$ cat src/rtl/logic_unit_pipe.sv
// Bitwise logic unit: result + zero/parity computed at push, buffered in a 2-entry queue.
// One-cycle push-to-out_valid latency; in_ready/out_valid depend on registered occupancy only.
module logic_unit_pipe #(
  parameter int WIDTH = 8,
  parameter int CNT_W = 16
) (
  input  logic             clk,
  input  logic             rst_n,
  input  logic             in_valid,
  output logic             in_ready,
  input  logic [WIDTH-1:0] in_a,
  input  logic [WIDTH-1:0] in_b,
  input  logic [2:0]       in_op,
  output logic             out_valid,
  input  logic             out_ready,
  output logic [WIDTH-1:0] out_data,
  output logic             out_zero,
  output logic             out_parity,
  output logic [CNT_W-1:0] txn_count
);

  typedef struct packed {
    logic [WIDTH-1:0] data;
    logic             zero;
    logic             parity;
  } entry_t;

  localparam entry_t           ENTRY_RST = '{data: '0, zero: 1'b1, parity: 1'b0};
  localparam logic [CNT_W-1:0] CNT_ONE   = {{(CNT_W-1){1'b0}}, 1'b1};
  localparam logic [CNT_W-1:0] CNT_MAX   = {CNT_W{1'b1}};

  logic [1:0]       occ_q, occ_d;
  logic             wr_ptr_q, wr_ptr_d;
  logic             rd_ptr_q, rd_ptr_d;
  logic [CNT_W-1:0] cnt_q, cnt_d;
  entry_t           mem_q [2];

  logic [WIDTH-1:0] res;
  entry_t           new_entry;
  entry_t           head;
  logic             push;
  logic             pop;

  always_comb begin
    res = '0;
    case (in_op)
      3'b000: res = ~in_a;
      3'b001: res = in_a & in_b;
      3'b010: res = ~(in_a & in_b);
      3'b011: res = in_a | in_b;
      3'b100: res = ~(in_a | in_b);
      3'b101: res = in_a ^ in_b;
      3'b110: res = ~(in_a ^ in_b);
      3'b111: res = in_a;
      default: res = '0;
    endcase
  end

  assign new_entry = '{data: res, zero: (res == '0), parity: ^res};

  assign in_ready  = (occ_q != 2'd2);
  assign out_valid = (occ_q != 2'd0);
  assign push      = in_valid && in_ready;
  assign pop       = out_valid && out_ready;

  always_comb begin
    occ_d    = occ_q;
    wr_ptr_d = wr_ptr_q;
    rd_ptr_d = rd_ptr_q;
    cnt_d    = cnt_q;
    case ({push, pop})
      2'b10:   occ_d = occ_q + 2'd1;
      2'b01:   occ_d = occ_q - 2'd1;
      default: occ_d = occ_q;
    endcase
    if (push) wr_ptr_d = ~wr_ptr_q;
    if (pop) rd_ptr_d = ~rd_ptr_q;
    if (pop && (cnt_q != CNT_MAX)) cnt_d = cnt_q + CNT_ONE;
  end

  always_ff @(posedge clk or negedge rst_n) begin
    if (!rst_n) begin
      occ_q    <= 2'd0;
      wr_ptr_q <= 1'b0;
      rd_ptr_q <= 1'b0;
      cnt_q    <= '0;
      mem_q[0] <= ENTRY_RST;
      mem_q[1] <= ENTRY_RST;
    end else begin
      occ_q    <= occ_d;
      wr_ptr_q <= wr_ptr_d;
      rd_ptr_q <= rd_ptr_d;
      cnt_q    <= cnt_d;
      if (push) mem_q[wr_ptr_q] <= new_entry;
    end
  end

  // Empty queue shows the reset values regardless of stale storage.
  assign head       = mem_q[rd_ptr_q];
  assign out_data   = out_valid ? head.data   : '0;
  assign out_zero   = out_valid ? head.zero   : 1'b1;
  assign out_parity = out_valid ? head.parity : 1'b0;
  assign txn_count  = cnt_q;

endmodule

$ cat config.mk
export PLATFORM = sky130hd
export DESIGN_NAME = logic_unit_pipe
export DESIGN_NICKNAME = d
export VERILOG_FILES = /design/src/rtl/logic_unit_pipe.sv
export SDC_FILE = /design/constraint.sdc
export NUM_CORES = 1
export LEC_CHECK = 0
export ABC_AREA = 1
export CAP_MARGIN = 15
export CORE_MARGIN = 3
export CORE_UTILIZATION = 55
export DETAILED_ROUTE_END_ITERATION = 8
export PLACE_DENSITY_LB_ADDON = 0.1
export SYNTH_ARGS = -nofsm -noshare
export SYNTH_HDL_FRONTEND = slang
export SYNTH_SLANG_ARGS = --single-unit
$ cat constraint.sdc
create_clock -name clk -period 1.9 [get_ports clk]
set_clock_uncertainty 0.15 [all_clocks]
set_input_delay 0.285 -clock clk [delete_from_list [all_inputs] [get_ports clk]]
set_output_delay 0.285 -clock clk [all_outputs]
set_load 0.005 [all_outputs]
* After elaboration in Yosys (flattened, before gate mapping)
Cells that the tools add are included.
Word-level totals: register bits 40, latch bits 0, bits in writable memories 0, ROM bits 0, output and inout bits 28, memories 0
Cells by class: add/subtract/negate cells 3, $mul 0, div/mod/pow operators 0, $lt $le $gt $ge 3, equality and inequality tests 11, shifts and indexed selects 0, muxes and demuxes 11, bitwise gates (word level) 11, reductions and logical operators 9
Operator list (count):
- 8-bit case mux with 8 select lines | 1
- 10-bit 2-to-1 mux | 4
- 8-bit inverter | 4
- 20-bit bitwise mux | 1
- 16-bit by 1-bit adder with 16-bit output, second input constant | 1
- 16-bit inequality test, second input constant | 1
- 3-bit equality test, second input constant | 4
- 10-bit demux with 1-bit select | 1
- 8-bit AND | 1
- 8-bit zero test | 1
- 8-bit 2-to-1 mux | 1
- 8-bit OR | 1
- 8-bit XOR reduction | 1
- 8-bit XOR | 1
- 3-bit by 2-bit equality test with 1-bit output, second input constant | 2
- 2-bit greater-or-equal comparator, second input constant | 2
- 1-bit logical AND | 4
- 1-bit inverter with 2-bit output | 2
- 2-bit case mux with 2 select lines | 1
- 2-bit nonzero test | 2
- 3-bit by 1-bit equality test with 1-bit output, second input constant | 1
- 3-bit zero test | 1
- 2-bit by 1-bit adder with 2-bit output, second input constant | 1
- 2-bit by 1-bit equality test with 1-bit output, second input constant | 1
- other kinds (6) | 8

* Depth between registers and ports, before layout
Gate-level depths: netlist (run 1).
depth after elaboration 6, gate-level depth with buffers 13, gate-level depth less buffers 13

* Least setup slack after synthesis (run 1)
No wires, ideal clock.
path type input to register, start point input in_op[1], end point register mem_q[0] in the netlist's numbering, arrival time 1752 ps, data required time 1624 ps, slack -128 ps, cell stages on the path 13, buffers on the path 1, cells stage by stage buf_4 > inv_2 > nor2_2 > nand3_1 > nand2_1 > nor2_1 > nand2_1 > nand2_1 > ha_1 > xor2_1 > xnor2_1 > nand2_1 > o21ai_0
Between the ends: cells in the longest elaborated chain, start to end 4, elaborated cells between the ends (all ways) 11, those cells by class eq/ne: 7; mux: 2; reduce/logical: 2
Ends and longest elaborated chain:
- from (decl) | line 13 | input logic [2:0] in_op,
- 3-bit equality test, or another cell as far along | line 46 | case (in_op)
- 8-bit case mux with 8 select lines * | line 46
- 8-bit XOR reduction * | line 59 | assign new_entry = '{data: res, zero: (res == '0), parity: ^res};
- 20-bit bitwise mux * | line 94 | if (push) mem_q[wr_ptr_q] <= new_entry;
- to (signal, indexed assignment) | line 94
- to (decl) | line 36 | entry_t mem_q [2];
Mark *: on every way between the ends. The rest lies on a longest branch, timed or not. A chain may end at the register's enable or synchronous reset.

* Worst setup path after layout (run 1)
Ends and elaborated chain as after synthesis.

==> results of run 1 <==
==> worst min-delay path, delay by kind of cell (launching register included) <==
kind / cells / cell delay (ns)
flip-flops: 1 / 0.34
AND/OR/NAND/NOR: 2 / 0.12
==> timing repair <==
action | in CTS | in global routing
resized for setup | 76 | 75
setup buffers | 21 | 5
pin swaps | 23 | 35
cloned | 1 | 0
hold buffers | 1 | 0
setup endpoints to repair | 15 | 18
endpoints found under the hold margin | 38 | 0
==> metal layers <==
| layer | vias up | part of all wire (%) |
|---|---|---|
| met5 | - | 0 |
| met4 | 0 | 1.9 |
| met3 | 30 | 8.0 |
| met2 | 196 | 48 |
| met1 | 1665 | 42 |
| li1 | 1752 | - |
==> how the worst max path moves through the flow <==
stage / startpoint / to / slack (ns) / cells past startpoint
floorplan: in_op[0] / mem_q[0] / -0.007 / 12
global placement: in_op[1] / mem_q[0] / -0.72 / 11
detailed placement: in_op[1] / mem_q[0] / -0.81 / 13
CTS: in_op[2] / mem_q[0] / -0.04 / 13
global route: in_op[1] / mem_q[0] / -0.13 / 13
finish: in_op[1] / mem_q[0] / -0.07 / 13
==> registers in the layout, summed over array words and instances, names as in the netlist <==
register   flops
rd_ptr_q       1
wr_ptr_q       1
txn_count     16
occ_q          2
mem_q         20
==> per-stage QoR <==
step	worst slack (ns)	TNS [ns]	hold slack, ns	area [µm²]	power (mW)
6_report	-0.0652	-0.0652	0.336	4600	4.27
2_1_floorplan	-0.00692	-0.00692	-0.161	3260	2.42
5_1_grt	-0.127	-0.173	0.364	4600	4.60
4_1_cts	-0.0424	-0.0424	0.339	4510	4.15
3_3_place_gp	-0.722	-5.49	0.219	4070	3.22
3_5_place_dp	-0.806	-5.70	0.223	4070	3.28
==> power by group <==
group          switching (mW)  internal, mW
clock network           0.320         0.396
logic                    1.11          1.10
registers               0.207          1.13
total                    1.64          2.63
==> kinds of logic (layout without fill, tap and decap cells) <==
| logic type | Yosys count | count (layout) | share of synthesized area [%] |
|---|---|---|---|
| buffers and inverters | 75 | 188 | 10.0 |
| xor gates and xnor gates | 16 | 16 | 4.40 |
| AOI/OAI and AO/OA | 22 | 22 | 3.49 |
| adders and majority gates | 22 | 22 | 8.63 |
| DFF | 40 | 40 | 31.5 |
| and+or+nand+nor | 305 | 305 | 42.0 |
==> synthesized netlist by cell type <==
| master | count |
|---|---|
| clkbuf_1 | 2 |
| ha_1 | 22 |
| xnor2_1 | 13 |
| nor2_2 | 3 |
| buf_4 | 3 |
| nor2_1 | 31 |
| buf_2 | 9 |
| o21ai_0 | 10 |
| nand3_1 | 38 |
| clkinv_1 | 1 |
| dfstp_2 | 2 |
| nand4_1 | 33 |
| dfrtp_1 | 38 |
| a31oi_1 | 1 |
| nand2_1 | 190 |
| xor2_1 | 3 |
| nand3_2 | 2 |
| inv_2 | 7 |
| nand2_2 | 3 |
| nor2_4 | 2 |
| nor3_1 | 1 |
| buf_6 | 2 |
| nand2_4 | 1 |
| nor3_4 | 1 |
| a21oi_1 | 11 |
| inv_1 | 51 |
==> cell type report <==
| cell class | instances | area, µm² |
|---|---|---|
| multi-input combinational | 365 | 2120 |
| inverter | 59 | 241 |
| clock inverter | 3 | 46.3 |
| clock buffer | 5 | 68.8 |
| sequential | 40 | 1010 |
| tap | 72 | 90.1 |
| timing repair buffer | 121 | 1020 |
| fill | 378 | 976 |
==> results.md, run 1 <==
* Hold Path Stages at 2
* Critical Path RT at 1.97 ns
* Yosys warning total at 0
* Initial antenna violation count at 0
* LEAKAGE at 2.37 nW
* Antenna diode count at 0
* Fin. max-slew vios at 0
* Met2 Usage GRT at 48.4%
* Initial Utilization at 57.2%
* # rows at 27
* Commonest non-fill, non-tap cell in the layout: nand2_1
* Post-synth top area share at 29.8%
* Max VDD drop at 0.802 mV
* Vias in the first global route at 3370
* Largest net degree at the start of global routing at 41
* Share of cells above drive strength 1 at 29.7%
* Slew headroom at 66.2%
* Fin cells at 665
* FF-to-FF path depth at 8
* CTS Buf Count at 5
* Met3 usage at 4.56%
* Crit Path Max Fanout at 9
* Dpl cells at 630
* Avg Synthesized Cell Area at 6.64 µm²
* HPWL after DPL at 6260 µm
* Synthesis-to-layout area growth at 44.2%
* Layout Utilization at 82.5%
* GP Congestion at 0.835
* Reg-to-reg setup timing slack at 0.14 ns
* Worst path max stage delay at 0.21 ns
* Clock transition at path regs at 0.08 ns
* RSZ-0062 raised after global routing: true
* Post-layout min period at 1.97 ns
* Initial DRC count at 377
* GRT Util Overall at 28.7%
* Yosys reg bits at 40
* CTS tree: built
* Critical Path Slowest Stage Cell: ha_4
* Reg-to-reg endpoint: txn_count[14]
* Port bufs at 50
* Via count at 3643
* Fmax at 509 MHz
* Worst setup margin at -0.0652 ns
* Die width at 82.1 µm
* DRC viols at 0
* P per Cell Area at 929 nW/µm²
* GR Util met1 at 38.4%
* Die height at 82.1 µm
* H-tree Lvls at 2
* Mapped Area at 3190 µm²
* Post-Syn Nets at 525
* Core ar. at 5570 µm²
* Violated checks: negative setup slack
* Reg-to-Reg Start: txn_count[0]
* Worst Setup End Kind: flip-flop
* Critical path buffers and inverters at 2
* Wire length per cell at 14.7 µm
* Worst min path class: reg -> reg
* Hold Crit Start: mem_q[13]
* Fin crit share at 103%
* Max Cap Viol at 0
* Critical path launch point type: primary input
* # setup viols final at 1
* CTS sink count at 40
* Slew of the pin with the lowest slew margin at 0.507 ns
* CTS root buffer: clkbuf_8
* Routed WL at 9770 µm
* Remaining antenna violation count after routing at 0
* Clk_lat worst skew at 0.30 ns
* CP arrival at 2.04 ns
* CP Class: in -> reg
* IO Count at 51
* Grt ovf at 0
* Yosys top cell by area: dfrtp_1
* Clock buffer depth at 2
* Most frequent cells in the layout: nand2_1, buf_4, nand3_1
* WHS Endpoint: mem_q[13]
* Worst-path cell chain: clkbuf_4 > nor2_4 > buf_12 > nand2_4 > nand2_1 > nor2_2 > nand2_2 > nand2_2 > ha_4 > xor2_2 > xnor2_1 > nand2_1 > o21ai_1
* Pre-Repair DR Iteration Count at 5
* Seq/Total Area, Yosys at 31.5%
* Most Crowded Layer GR: met2
* CP delay by family, top: simple AND/OR/NAND/NOR gates
* Vias per cell at 5.48
* Synth cell types at 26
* Largest cells by area after synthesis: dfrtp_1, nand2_1, ha_1, nand4_1, inv_1
* Mapped Cells at 480
* First-pass GRT wire length at 15400 µm
* Final Hold Fails at 0
* Nets at 637
* Status: finished, violations left
* Die Area at 6750 µm²
(Power assumes the default switching activity.)
==> run 2: changes to the inputs <==
Settings changed: CAP_MARGIN 15 to default.
==> results of run 2 <==
No change in the layout: final DEF, timing and power equal those of run 1.
